==> src/rtl/score_display_ctrl_if.sv <==
// -----------------------------------------------------------------------------
// score_display_ctrl_if
// Bundles the game-side controls and the display-side results of the score
// display controller.
//
// Signals:
//   inc         game -> ctrl  score event (level, counted on 0->1)
//   clear       game -> ctrl  new game (level)
//   game_over   game -> ctrl  game-over indication (level, acted on at 0->1)
//   digit_bcd   ctrl -> disp  displayed value, one BCD nibble per digit
//   digit_blank ctrl -> disp  1 = digit is a leading zero, drive it dark
//   show_high   ctrl -> disp  1 = digit_bcd currently shows the high score
//   score       ctrl -> game  current score, BCD
//
// Modports:
//   master : game/display side (drives controls, observes results)
//   slave  : the controller itself
// -----------------------------------------------------------------------------
interface score_display_ctrl_if #(
    parameter int NUM_DIGITS = 3
);
    logic                    inc;
    logic                    clear;
    logic                    game_over;
    logic [4*NUM_DIGITS-1:0] digit_bcd;
    logic [NUM_DIGITS-1:0]   digit_blank;
    logic                    show_high;
    logic [4*NUM_DIGITS-1:0] score;

    modport master (
        output inc,
        output clear,
        output game_over,
        input  digit_bcd,
        input  digit_blank,
        input  show_high,
        input  score
    );

    modport slave (
        input  inc,
        input  clear,
        input  game_over,
        output digit_bcd,
        output digit_blank,
        output show_high,
        output score
    );
endinterface

==> src/rtl/score_display_ctrl.sv <==
// -----------------------------------------------------------------------------
// score_display_ctrl
// Keeps a saturating multi-digit BCD score and a high-score register for the
// Flappy Bird game and selects what the HEX displays show. During play the
// score is shown; after game over the display alternates between the final
// score and the high score every TOGGLE_CYCLES clocks.
//
// Parameters:
//   NUM_DIGITS    number of BCD digits (1..6)
//   TOGGLE_CYCLES clocks each value is shown while alternating (>= 2)
//
// Ports:
//   clk    input   system clock, rising edge
//   reset  input   synchronous active-high, clears everything incl. high score
//   bus    slave   controls (inc, clear, game_over) and display results
//                  (digit_bcd, digit_blank, show_high, score)
//
// All display outputs are decoded combinationally from registered state only,
// so no input can glitch them and they follow the state with no extra delay.
// -----------------------------------------------------------------------------
module score_display_ctrl #(
    parameter int NUM_DIGITS    = 3,
    parameter int TOGGLE_CYCLES = 25000000
) (
    input  logic                  clk,
    input  logic                  reset,
    score_display_ctrl_if.slave   bus
);

    localparam int SW = 4 * NUM_DIGITS;
    localparam int TW = $clog2(TOGGLE_CYCLES);
    localparam logic [TW-1:0] TIMER_LAST = TW'(TOGGLE_CYCLES - 1);

    typedef enum logic [1:0] {
        ST_PLAY       = 2'd0,
        ST_OVER_SCORE = 2'd1,
        ST_OVER_HIGH  = 2'd2
    } state_t;

    // ------------------------------------------------------------------
    // BCD helpers
    // ------------------------------------------------------------------

    // Ripple-carry BCD increment: a digit at 9 wraps to 0 and carries on.
    function automatic logic [SW-1:0] f_bcd_inc(input logic [SW-1:0] v);
        logic [SW-1:0] r;
        logic          carry;
        r     = v;
        carry = 1'b1;
        for (int i = 0; i < NUM_DIGITS; i++) begin
            if (carry) begin
                if (v[4*i +: 4] == 4'd9) begin
                    r[4*i +: 4] = 4'd0;
                    carry       = 1'b1;
                end else begin
                    r[4*i +: 4] = v[4*i +: 4] + 4'd1;
                    carry       = 1'b0;
                end
            end else begin
                r[4*i +: 4] = v[4*i +: 4];
            end
        end
        return r;
    endfunction

    // True when every digit is 9, i.e. the score is at its ceiling.
    function automatic logic f_all_nines(input logic [SW-1:0] v);
        logic r;
        r = 1'b1;
        for (int i = 0; i < NUM_DIGITS; i++) begin
            if (v[4*i +: 4] != 4'd9) begin
                r = 1'b0;
            end else begin
                r = r;
            end
        end
        return r;
    endfunction

    // ------------------------------------------------------------------
    // State
    // ------------------------------------------------------------------
    state_t        r_state;
    logic [SW-1:0] r_score;
    logic [SW-1:0] r_high;
    logic [TW-1:0] r_timer;
    logic          r_inc_q;
    logic          r_go_q;

    state_t        w_state_nxt;
    logic [SW-1:0] w_score_nxt;
    logic [SW-1:0] w_high_nxt;
    logic [TW-1:0] w_timer_nxt;
    logic          w_inc_rise;
    logic          w_go_rise;

    logic [SW-1:0]         w_disp;
    logic [NUM_DIGITS-1:0] w_blank;

    assign w_inc_rise = bus.inc & ~r_inc_q;
    assign w_go_rise  = bus.game_over & ~r_go_q;

    // State register: edge-detect copies, FSM state, score, high score, timer.
    always_ff @(posedge clk) begin
        if (reset) begin
            r_state <= ST_PLAY;
            r_score <= '0;
            r_high  <= '0;
            r_timer <= '0;
            r_inc_q <= 1'b0;
            r_go_q  <= 1'b0;
        end else begin
            r_state <= w_state_nxt;
            r_score <= w_score_nxt;
            r_high  <= w_high_nxt;
            r_timer <= w_timer_nxt;
            r_inc_q <= bus.inc;
            r_go_q  <= bus.game_over;
        end
    end

    // Next-state logic; clear beats game-over, which beats a score event.
    always_comb begin
        w_state_nxt = r_state;
        w_score_nxt = r_score;
        w_high_nxt  = r_high;
        w_timer_nxt = r_timer;

        if (bus.clear) begin
            w_state_nxt = ST_PLAY;
            w_score_nxt = '0;
            w_timer_nxt = '0;
        end else begin
            case (r_state)
                ST_PLAY: begin
                    if (w_go_rise) begin
                        // A coincident score event is dropped: the compare
                        // uses the score as it stands.
                        w_state_nxt = ST_OVER_SCORE;
                        w_timer_nxt = '0;
                        // Digit-ordered BCD compares the same as binary.
                        if (r_score > r_high) begin
                            w_high_nxt = r_score;
                        end else begin
                            w_high_nxt = r_high;
                        end
                    end else if (w_inc_rise && !f_all_nines(r_score)) begin
                        w_score_nxt = f_bcd_inc(r_score);
                    end else begin
                        w_score_nxt = r_score;
                    end
                end
                ST_OVER_SCORE, ST_OVER_HIGH: begin
                    if (r_timer == TIMER_LAST) begin
                        w_timer_nxt = '0;
                        w_state_nxt = (r_state == ST_OVER_SCORE) ? ST_OVER_HIGH
                                                                 : ST_OVER_SCORE;
                    end else begin
                        w_timer_nxt = r_timer + TW'(1);
                    end
                end
                default: begin
                    // Unused encoding: fall back to a clean play state.
                    w_state_nxt = ST_PLAY;
                    w_score_nxt = '0;
                    w_timer_nxt = '0;
                end
            endcase
        end
    end

    // Display source select and leading-zero blanking from MSB downward.
    always_comb begin
        logic v_all_zero;
        w_disp     = (r_state == ST_OVER_HIGH) ? r_high : r_score;
        w_blank    = '0;
        v_all_zero = 1'b1;
        for (int i = NUM_DIGITS - 1; i >= 1; i--) begin
            v_all_zero = v_all_zero & (w_disp[4*i +: 4] == 4'd0);
            w_blank[i] = v_all_zero;
        end
    end

    assign bus.digit_bcd   = w_disp;
    assign bus.digit_blank = w_blank;
    assign bus.show_high   = (r_state == ST_OVER_HIGH);
    assign bus.score       = r_score;

endmodule
==> src/flat_wrapper.sv <==
// flat-port wrapper written by rule: the top's interface ports become plain ports
module score_display_ctrl_flat 
#(
    parameter int NUM_DIGITS    = 3,
    parameter int TOGGLE_CYCLES = 25000000
)
  (clk, reset, bus_inc, bus_clear, bus_game_over, bus_digit_bcd, bus_digit_blank, bus_show_high, bus_score);
  score_display_ctrl_if #(.NUM_DIGITS(NUM_DIGITS)) bus_i ();
  input  logic clk;
  input  logic reset;
  input wire logic [$bits(bus_i.inc)-1:0] bus_inc;
  input wire logic [$bits(bus_i.clear)-1:0] bus_clear;
  input wire logic [$bits(bus_i.game_over)-1:0] bus_game_over;
  output wire logic [$bits(bus_i.digit_bcd)-1:0] bus_digit_bcd;
  output wire logic [$bits(bus_i.digit_blank)-1:0] bus_digit_blank;
  output wire logic [$bits(bus_i.show_high)-1:0] bus_show_high;
  output wire logic [$bits(bus_i.score)-1:0] bus_score;
  assign bus_i.inc = bus_inc;
  assign bus_i.clear = bus_clear;
  assign bus_i.game_over = bus_game_over;
  assign bus_digit_bcd = bus_i.digit_bcd;
  assign bus_digit_blank = bus_i.digit_blank;
  assign bus_show_high = bus_i.show_high;
  assign bus_score = bus_i.score;
  score_display_ctrl #(.NUM_DIGITS(NUM_DIGITS), .TOGGLE_CYCLES(TOGGLE_CYCLES)) u_core (.clk(clk), .reset(reset), .bus(bus_i));
endmodule
==> config.mk <==
export PLATFORM = sky130hd
export DESIGN_NAME = score_display_ctrl_flat
export DESIGN_NICKNAME = d
export VERILOG_FILES = /design/src/rtl/score_display_ctrl_if.sv /design/src/rtl/score_display_ctrl.sv /design/src/flat_wrapper.sv
export SDC_FILE = /design/constraint.sdc
export NUM_CORES = 1
export LEC_CHECK = 0
export BUFFER_PORTS_ARGS = -buffer_cell sky130_fd_sc_hd__buf_2
export CORE_UTILIZATION = 55
export CTS_CLUSTER_DIAMETER = 60
export DETAILED_ROUTE_END_ITERATION = 7
export MAX_ROUTING_LAYER = met4
export PLACE_DENSITY = 0.75
export SLEW_MARGIN = 20
export SYNTH_ARGS = -nofsm -noshare
export SYNTH_HDL_FRONTEND = slang
export SYNTH_SLANG_ARGS = --single-unit
==> constraint.sdc <==
create_clock -name clk -period 2.3 [get_ports clk]
set_input_delay 0.345 -clock clk [delete_from_list [all_inputs] [get_ports clk]]
set_output_delay 0.345 -clock clk [all_outputs]
set_load 0.02 [all_outputs]
==> flow_metrics.tcl, run 1 <==
set metrics [dict create \
    crit_path_max_fanout 12 \
    slew_violations 0 \
    pin_count 33 \
    p_sw_mw 0.475 \
    drv_cap 0 \
    ys.flop_type "dfxtp_1" \
    start_util_pct 56.8 \
    tritoncts "yes" \
    worst_slew_pin_slew_ps 922 \
    setup.worst_path.end_class "flip-flop" \
    cp-startpoint "u_core.r_high[5]$_SDFFE_PP0P_" \
    wl_per_cell_um 16.5 \
    firstDrtPassIters 5 \
    via_per_inst 6.29 \
    antenna_found_initial 0 \
    synth_top_cell_area_share_pct 31.5 \
    path_cells "inv_1, ha_1, a21o_1, a221o_1, and2_1, o311ai_0, o311ai_0" \
    fin_crit_ps 2290 \
    hpwl_um 5960 \
    min_path_type "input pin to flip-flop" \
    grt_pass1_wl_um 13700 \
    rows 28 \
    grt_max_degree 40 \
    die_area_sq_mm 0.00644 \
    placedCellCount 507 \
    yosys_warnings 0 \
    synthArstFlopShare_pct 0 \
    filler_cell_count 491 \
    crit_path_frequent_cell "o311ai_0" \
    swShare_pct 25.0 \
    rsz0062_at_grt "yes" \
    synth_edf_count 0 \
    drive_gt1_share_pct 20.2 \
    synth-seq-cells 53 \
    ir_drop_mv 0.284 \
    vias 3244 \
    syn_avg_cell_area_sq_um 8.25 \
    crit_family "compound AO/OA/AOI/OAI gates" \
    cts_root_buf "clkbuf_8" \
    power.internal_mw 1.42 \
    layout.cells.non_filler 516 \
    status "completed" \
    synth_top_cell_by_area "dfxtp_1" \
    skew_ps 14.2 \
    netlist_instances 408 \
    power_frac_clock_pct 40.9 \
    fmax_mhz 438 \
    grt_overflow 0 \
    leakage_nw 1.43 \
    hold_viol 0 \
    synth_area_leaders "dfxtp_1, ha_1, o311ai_0, nor2_1, nand4_1" \
    area_growth_pct 14.8 \
    antenna_left 0 \
    reg2reg_to "u_core.r_high[6]$_SDFFE_PP0P_" \
    fin_crit_sh_pct 99.3 \
    cp-start-kind "flip-flop" \
    remaining_drc_errors 0 \
    die_y_um 80.2 \
    clk_latency_ps 320 \
    cp.arrival_ps 2460 \
    cts.clk_slew.worst_paths_ps 100 \
    finalNetCount 468 \
    clock_path_buffers 2 \
    drt_wl_total_um 8500 \
    min_path_cells 2 \
    slew_headroom_pct 38.3 \
    crit_path_top_delay_cell "o311ai_0" \
    ys_seq_area_share_pct 31.5 \
    min_from "bus_game_over" \
    die_w_um 80.2 \
    hold_path_end "u_core.r_go_q$_SDFF_PP0_" \
    htree_levels 2 \
    timing.rr.start "u_core.r_high[5]$_SDFFE_PP0P_" \
    setup_viol 0 \
    critPathRequiredTime_ps 2480 \
    synth_nets 436 \
    ff2ff_path_depth 7 \
    worstSetupPathType "flip-flop to flip-flop" \
    powerDensity_mw_per_mm2 491 \
    grt_usage_pct 27.8 \
    r2r_slack_ps 10 \
    slowest_delay_ps 400 \
    core_sq_mm 0.00592 \
    grt_pass1_vias 2952 \
    gp_congestion 0.861 \
    holdBufCountCts 0 \
    ys_types 54 \
    cts_sinks 53 \
    holdWs_ps 292 \
    antenna_cells 0 \
    p_comb_share_pct 9.9 \
    synthesis.area_sq_mm 0.00337 \
    cts-buffers-inserted 5 \
    cp.buffers_inverters 1 \
    drt_iter0_drc 242 \
    portBuffers 31 \
    p_seq_share_pct 49.2 \
]
how the worst max path moves through the flow:
| stage | to | cells after the start |
|---|---|---|
| 6_report | u_core.r_high[6]$_SDFFE_PP0P_ | 7 |
| 5_1_grt | bus_digit_blank[1] | 6 |
| 4_1_cts | bus_digit_blank[1] | 6 |
| 3_5_place_dp | u_core.r_high[3]$_SDFFE_PP0P_ | 7 |
| 3_3_place_gp | u_core.r_high[9]$_SDFFE_PP0P_ | 7 |
| 2_1_floorplan | bus_digit_blank[1] | 6 |
synthesized netlist by cell type (3+ instances only):
| library cell | number |
|---|---|
| clkbuf_1 | 15 |
| nor2b_1 | 12 |
| nand4_1 | 26 |
| a21oi_1 | 13 |
| or2_2 | 3 |
| nand4b_1 | 3 |
| nor4b_1 | 4 |
| and3_1 | 5 |
| nor4_1 | 3 |
| nor3_1 | 9 |
| or3_1 | 3 |
| o21ai_0 | 13 |
| nand3_1 | 10 |
| nand3b_1 | 5 |
| o21a_1 | 3 |
| and2_1 | 3 |
| mux2_2 | 8 |
| xnor2_1 | 5 |
| dfxtp_1 | 53 |
| or4_1 | 5 |
| a211oi_1 | 3 |
| nand2_1 | 27 |
| nor2_1 | 47 |
| o311ai_0 | 26 |
| xor2_1 | 17 |
| inv_1 | 23 |
| ha_1 | 23 |
| buf_2 | 4 |
| o31ai_1 | 3 |
state kept, by name, indices dropped and copies added (netlist names):
signal / cells
u_core.bus.score: 12
u_core.r_timer: 25
u_core.r_state: 2
u_core.r_go_q: 1
u_core.r_inc_q: 1
u_core.r_high: 12
power by group through the flow:
stage	clock network (mW)	logic, mW	registers, mW
2_1_floorplan	0	0.126	0.955
3_3_place_gp	0	0.170	0.953
3_5_place_dp	0	0.175	0.954
4_1_cts	0.780	0.179	0.933
5_1_grt	0.813	0.204	0.935
6_report	0.775	0.188	0.933
layout make-up:
cell class	instances	area, sq um	share of cell area [%]
sequential	53	1070	27.6
timing repair buffer	51	312	8.07
tap	75	93.8	2.43
multi-input combinational	306	2160	56.0
clock inverter	3	68.8	1.78
inverter	23	88.8	2.30
clock buffer	5	68.8	1.78
worst register-to-register path: cells and delay by family, from the launching register on:
family | cells | cell delay [ps]
buf+inv | 1 | 70
compound gates | 4 | 1110
fa+ha+maj | 1 | 310
simple gates | 1 | 320
flops | 1 | 340
cell usage in the layout, fill, tap and decap left out, drive strengths merged, types with 8 or more instances in the layout:
cell and count:
a21oi 13, buf 51, dfxtp 53, ha 23
inv 24, mux2 8, nand2 27, nand3 11
nand4 26, nor2 47, nor2b 12, nor3 9
o21ai 13, o311ai 26, xor2 17
kinds of logic (layout without fill, tap and decap cells):
| family | Yosys count | count (layout) | synth area share [%] |
|---|---|---|---|
| AOI/OAI and AO/OA | 79 | 79 | 17.5 |
| other | 1 | 1 | 0.111 |
| DFF | 53 | 53 | 31.5 |
| xor gates and xnor gates | 22 | 22 | 5.72 |
| adders and majority gates | 23 | 23 | 8.55 |
| and+or+nand+nor | 173 | 173 | 27.4 |
| buffers and inverters | 49 | 82 | 6.47 |
| muxes | 8 | 8 | 2.68 |
routing by layer:
metal / routed length, um / part of all wire (%) / GRT usage [%] / vias up
met3: 484 / 5.7 / 3.86 / 11
met1: 3980 / 47 / 38.3 / 1544
met5: 0 / 0 / - / -
met2: 3920 / 46 / 42.1 / 127
met4: 112 / 1.3 / 8.57 / 0
li1: - / - / - / 1562
through the flow:
stage / total power [mW] / TNS (ps) / util (%) / setup slack, ps / area [sq um]
global route: 1.95 / -48.1 / 65.2 / -25.7 / 3860
floorplan: 1.08 / 0 / - / 13.4 / 3390
finish: 1.90 / 0 / 65.2 / 15.0 / 3860
CTS: 1.89 / -27.6 / 64.4 / -27.6 / 3810
detailed placement: 1.13 / -16.0 / 61.6 / -6.11 / 3650
global placement: 1.12 / 0 / 61.6 / 86.4 / 3650
timing repair:
| item | CTS | global route |
|---|---|---|
| pin swaps | 1 | 2 |
| buffers inserted | 0 | 1 |
| resized for setup | 7 | 18 |
| setup endpoints to repair | 14 | 14 |
Note: power is estimated with default switching activity, not from simulation.
==> inputs of run 2 (changes only) <==
--- a/config.mk
+++ b/config.mk
@@ -9,7 +9,6 @@
 export CORE_UTILIZATION = 55
 export CTS_CLUSTER_DIAMETER = 60
 export DETAILED_ROUTE_END_ITERATION = 7
-export MAX_ROUTING_LAYER = met4
 export PLACE_DENSITY = 0.75
 export SLEW_MARGIN = 20
 export SYNTH_ARGS = -nofsm -noshare
==> run 2 against run 1 <==
Against the previous run: clock power is essentially flat; clock skew is 1.3 ps lower; cell count unchanged; sequential cell count unchanged; critical path depth did not move; routed wire length about the same.
==> flow_metrics.tcl, run 2 (synthesis gave the netlist of run 1 again) <==
set metrics [dict create \
    vias 3195 \
    fin_crit_sh_pct 99.2 \
    hold_path_end "u_core.r_go_q$_SDFF_PP0_" \
    slew_headroom_pct 39.6 \
    largest_register_ffs 25 \
    firstDrtPassIters 5 \
    dp_slack_ps -6.11 \
    cp-startpoint "u_core.r_high[5]$_SDFFE_PP0P_" \
    dpl_cell_area_sq_mm 0.00365 \
    fin_util_pct 65.2 \
    timing.rr.start "u_core.r_high[5]$_SDFFE_PP0P_" \
    crit_path_max_fanout 12 \
    start_util_pct 56.8 \
    via_per_inst 6.19 \
    gp_congestion 0.848 \
    status "completed" \
    fin_crit_ps 2280 \
    filler_cell_count 491 \
    ir_drop_mv 0.286 \
    regArea_sq_mm 0.00107 \
    tritoncts "yes" \
    top_register "u_core.r_timer" \
    hold_viol 0 \
    antenna_cells 0 \
    reg2reg_to "u_core.r_high[6]$_SDFFE_PP0P_" \
    core_sq_mm 0.00592 \
    drt_iter0_drc 261 \
    min_from "bus_game_over" \
    die_y_um 80.2 \
    antenna_found_initial 0 \
    wl_per_cell_um 16.5 \
    cp.arrival_ps 2460 \
    hpwl_um 5960 \
    setup.worst_path.end_class "flip-flop" \
    grt_overflow 0 \
    holdWs_ps 292 \
    grt_max_degree 40 \
    clk_latency_ps 320 \
    rows 28 \
    slew_violations 0 \
    pin_count 33 \
    grt_pass1_vias 2950 \
    multi_input_area_sq_mm 0.00216 \
    setup_tns_ps 0 \
    drive_gt1_share_pct 20.2 \
    critPathRequiredTime_ps 2480 \
    powerDensity_mw_per_mm2 491 \
    leakage_nw 1.43 \
    cts-buffers-inserted 5 \
    cp-start-kind "flip-flop" \
    r2r_slack_ps 20 \
    skew_ps 12.8 \
    min_path_cells 2 \
    cts_root_buf "clkbuf_8" \
    antenna_left 0 \
    fmax_mhz 438 \
    worst_slew_pin_slew_ps 903 \
    portBuffers 31 \
    min_path_type "input pin to flip-flop" \
    die_w_um 80.2 \
    setup_ws_ps 18.4 \
    grt_pass1_wl_um 13700 \
    final_cell_mix "dfxtp_1, nor2_1, buf_2" \
    ff2ff_path_depth 7 \
    worstSetupPathType "flip-flop to flip-flop" \
    drt_wl_total_um 8500 \
    remaining_drc_errors 0 \
    drv_cap 0 \
    setup_viol 0 \
    cts_sinks 53 \
    clock_path_buffers 2 \
    grt_usage_pct 27.1 \
    htree_levels 2 \
    die_area_sq_mm 0.00644 \
    final_cell_area_sq_mm 0.00386 \
    finalNetCount 468 \
    layout_commonest_cell "dfxtp_1" \
    rsz0062_at_grt "yes" \
    area_growth_pct 14.8 \
    cts.clk_slew.worst_paths_ps 100 \
]
-- run 2: what timing repair did --
action                                  CTS  global route
gates resized for setup                   7            18
buffers inserted                          0             1
pin swaps                                 1             2
hold buffers                              0             0
endpoints found under the setup margin   14            14
-- run 2: worst max-delay path: stages (launching register included) --
cell and delay (ps):
dfxtp_1 340, inv_1 70, ha_1 310, a21o_1 170, a221o_1 330, and2_1 320
o311ai_0 390, o311ai_0 210
-- run 2: area by class of cell --
class,instances,share of cell area (%)
clock buffer,5,1.78
clock inverter,3,1.78
inverter,23,2.30
multi-input combinational,306,56.0
sequential,53,27.6
tap,75,2.43
timing repair buffer,51,8.07
-- run 2: through the flow --
stage          power [mW]  cells
4_1_cts              1.89    515
3_3_place_gp         1.12    507
5_1_grt              1.95    516
3_5_place_dp         1.13    507
6_report             1.90    516
2_1_floorplan        1.08    408
-- run 2: where the power goes --
group          internal [mW]  switching (mW)
combinational         0.0600           0.128
sequential             0.924         0.00904
clock                  0.438           0.337
total                   1.42           0.474
-- run 2: worst max-delay path by stage --
stage | cells past startpoint | end
floorplan | 6 | bus_digit_blank[1]
global placement | 7 | u_core.r_high[9]$_SDFFE_PP0P_
detailed placement | 7 | u_core.r_high[3]$_SDFFE_PP0P_
CTS | 6 | bus_digit_blank[1]
global route | 6 | bus_digit_blank[1]
finish | 7 | u_core.r_high[6]$_SDFFE_PP0P_
-- run 2: metal layers --
metal | track usage, % | vias to the layer above | wire [um]
li1 | - | 1565 | -
met1 | 38.3 | 1519 | 4050
met2 | 42.1 | 101 | 3890
met3 | 3.86 | 10 | 440
met4 | 8.57 | 0 | 113
met5 | 0 | - | 0
==> inputs of run 3 (changes only) <==
--- a/config.mk
+++ b/config.mk
@@ -9,7 +9,8 @@
 export CORE_UTILIZATION = 55
 export CTS_CLUSTER_DIAMETER = 60
 export DETAILED_ROUTE_END_ITERATION = 7
-export PLACE_DENSITY = 0.75
+export PLACE_DENSITY = 0.85
+export REMOVE_ABC_BUFFERS = 1
 export SLEW_MARGIN = 20
 export SYNTH_ARGS = -nofsm -noshare
 export SYNTH_HDL_FRONTEND = slang
==> run 3 against run 2 <==
Against the previous run: the flow now finishes with violations (setup timing); critical path type unchanged; non-clock buffer count is 3 higher; cell count rose by 0.58%; worst setup slack worse by 74 ps; maximum frequency is 3.1% lower; die area unchanged; final area decreased by 0.23%; power fell by 5.4%; largest power group unchanged; sequential cell count is the same; first-iteration DRC count rose by 8.8%.
==> flow_metrics.tcl, run 3 (synthesis gave the netlist of run 1 again) <==
set metrics [dict create \
    status "finished, violations left" \
    failed_checks "setup timing" \
    placedCellCount 503 \
    power_frac_clock_pct 37.7 \
    rows 28 \
    grt_overflow 0 \
    slew_headroom_pct 35.7 \
    wl_per_cell_um 16.6 \
    ff2ff_path_depth 6 \
    hold_path_end "u_core.r_go_q$_SDFF_PP0_" \
    drive_gt1_share_pct 20.3 \
    holdWs_ps 285 \
    p_comb_share_pct 10.3 \
    worstSetupPathType "flip-flop to flip-flop" \
    min_path_type "input pin to flip-flop" \
    drt_iter0_drc 284 \
    layout_commonest_cell "dfxtp_1" \
    drv_cap 0 \
    drt_wl_total_um 8600 \
    layout.cells.non_filler 519 \
    vias 3306 \
    timing.rr.start "u_core.bus.score[5]$_SDFFE_PP0P_" \
    critPathRequiredTime_ps 2480 \
    antenna_found_initial 0 \
    core_sq_mm 0.00592 \
    final_cell_area_sq_mm 0.00385 \
    firstDrtPassIters 5 \
    grt_usage_pct 26.9 \
    fin_crit_sh_pct 102 \
    setup_ws_ps -55.7 \
    clk_latency_ps 320 \
    regArea_sq_mm 0.00107 \
    multi_input_area_sq_mm 0.00214 \
    fmax_mhz 425 \
    worst_slew_pin_slew_ps 962 \
    htree_levels 2 \
    hpwl_um 5750 \
    start_util_pct 56.8 \
    ir_drop_mv 0.317 \
    grt_max_degree 32 \
    skew_ps 13.4 \
    p_total_mw 1.79 \
    antenna_cells 0 \
    swShare_pct 26.6 \
    pin_count 33 \
    hold_viol 0 \
    dp_slack_ps -66.1 \
    slew_violations 0 \
    holdBufCountCts 0 \
    remaining_drc_errors 0 \
    setup_viol 2 \
    clock_path_buffers 2 \
    finalNetCount 471 \
    leakage_nw 1.43 \
    grt_pass1_vias 2930 \
    antenna_left 0 \
    cts-buffers-inserted 5 \
    gp_congestion 0.894 \
    grt_pass1_wl_um 13500 \
    min_path_cells 2 \
    cp-start-kind "flip-flop" \
    filler_cell_count 464 \
    crit_path_max_fanout 12 \
    rsz0062_at_grt "yes" \
    cts_root_buf "clkbuf_8" \
    portBuffers 31 \
    reg2reg_to "u_core.r_high[10]$_SDFFE_PP0P_" \
    die_y_um 80.2 \
    area_growth_pct 14.5 \
    fin_crit_ps 2360 \
    final_cell_mix "dfxtp_1, nor2_1, buf_2" \
    min_from "bus_game_over" \
    cts.clk_slew.worst_paths_ps 110 \
    cts_sinks 53 \
    powerDensity_mw_per_mm2 465 \
    top_register "u_core.r_timer" \
    tritoncts "yes" \
    dpl_cell_area_sq_mm 0.00360 \
    setup.worst_path.end_class "flip-flop" \
    power.internal_mw 1.32 \
    p_seq_share_pct 52.1 \
    die_w_um 80.2 \
    r2r_slack_ps -60 \
    cp.arrival_ps 2530 \
    via_per_inst 6.37 \
    p_sw_mw 0.478 \
    die_area_sq_mm 0.00644 \
    largest_register_ffs 25 \
]
[run 3: timing repair]
action,in CTS,in global routing
endpoints found under the hold margin,0,0
setup buffers,5,3
gates resized for setup,8,17
pin swaps,1,3
setup endpoints to repair,16,14
[run 3: final cells by class]
| cell class | instances | area share (%) |
|---|---|---|
| inverter | 23 | 2.31 |
| timing repair buffer | 54 | 8.86 |
| clock inverter | 3 | 1.30 |
| tap | 75 | 2.44 |
| clock buffer | 5 | 1.79 |
| sequential | 53 | 27.7 |
| multi-input combinational | 306 | 55.6 |
[run 3: routing by layer]
metal	vias up	part of all wire (%)	GRT usage (%)
met5	-	0	0
met4	0	2.3	10.2
met3	29	5.8	5.11
met2	134	47	44.3
met1	1580	45	34.5
li1	1563	-	-
[run 3: critical path, stage by stage (launching register included)]
cell      delay, ps
dfxtp_1         470
ha_1            310
a21o_1          170
a221o_1         320
and2_1          330
o311ai_0        420
o311ai_0        210
[run 3: power by group through the flow]
stage	registers [mW]	logic, mW	clock network, mW
6_report	0.933	0.184	0.675
5_1_grt	0.935	0.200	0.723
4_1_cts	0.933	0.174	0.681
3_5_place_dp	0.954	0.169	0
3_3_place_gp	0.953	0.164	0
2_1_floorplan	0.955	0.101	0
[run 3: worst max path at each step]
| stage | end | slack (ps) | cells past startpoint | start |
|---|---|---|---|---|
| 3_5_place_dp | u_core.r_high[10]$_SDFFE_PP0P_ | -70 | 7 | u_core.r_high[10]$_SDFFE_PP0P_ |
| 5_1_grt | u_core.r_high[1]$_SDFFE_PP0P_ | -90 | 7 | u_core.r_high[5]$_SDFFE_PP0P_ |
| 3_3_place_gp | bus_digit_blank[1] | 90 | 6 | u_core.r_state[0]$_SDFFE_PP0P_ |
| 6_report | u_core.r_high[10]$_SDFFE_PP0P_ | -60 | 6 | u_core.bus.score[5]$_SDFFE_PP0P_ |
| 2_1_floorplan | bus_digit_blank[1] | -600 | 5 | u_core.r_state[0]$_SDFFE_PP0P_ |
| 4_1_cts | bus_digit_blank[1] | 8 | 6 | u_core.r_state[1]$_SDFFE_PP0P_ |
[run 3: metrics by stage]
step                      setup TNS (ps)  utilization (%)
after floorplan                     -855                -
after global placement                 0             60.7
after detailed placement            -270             60.7
after CTS                              0             63.8
after global routing                -580             65.1
final                              -87.5             65.1
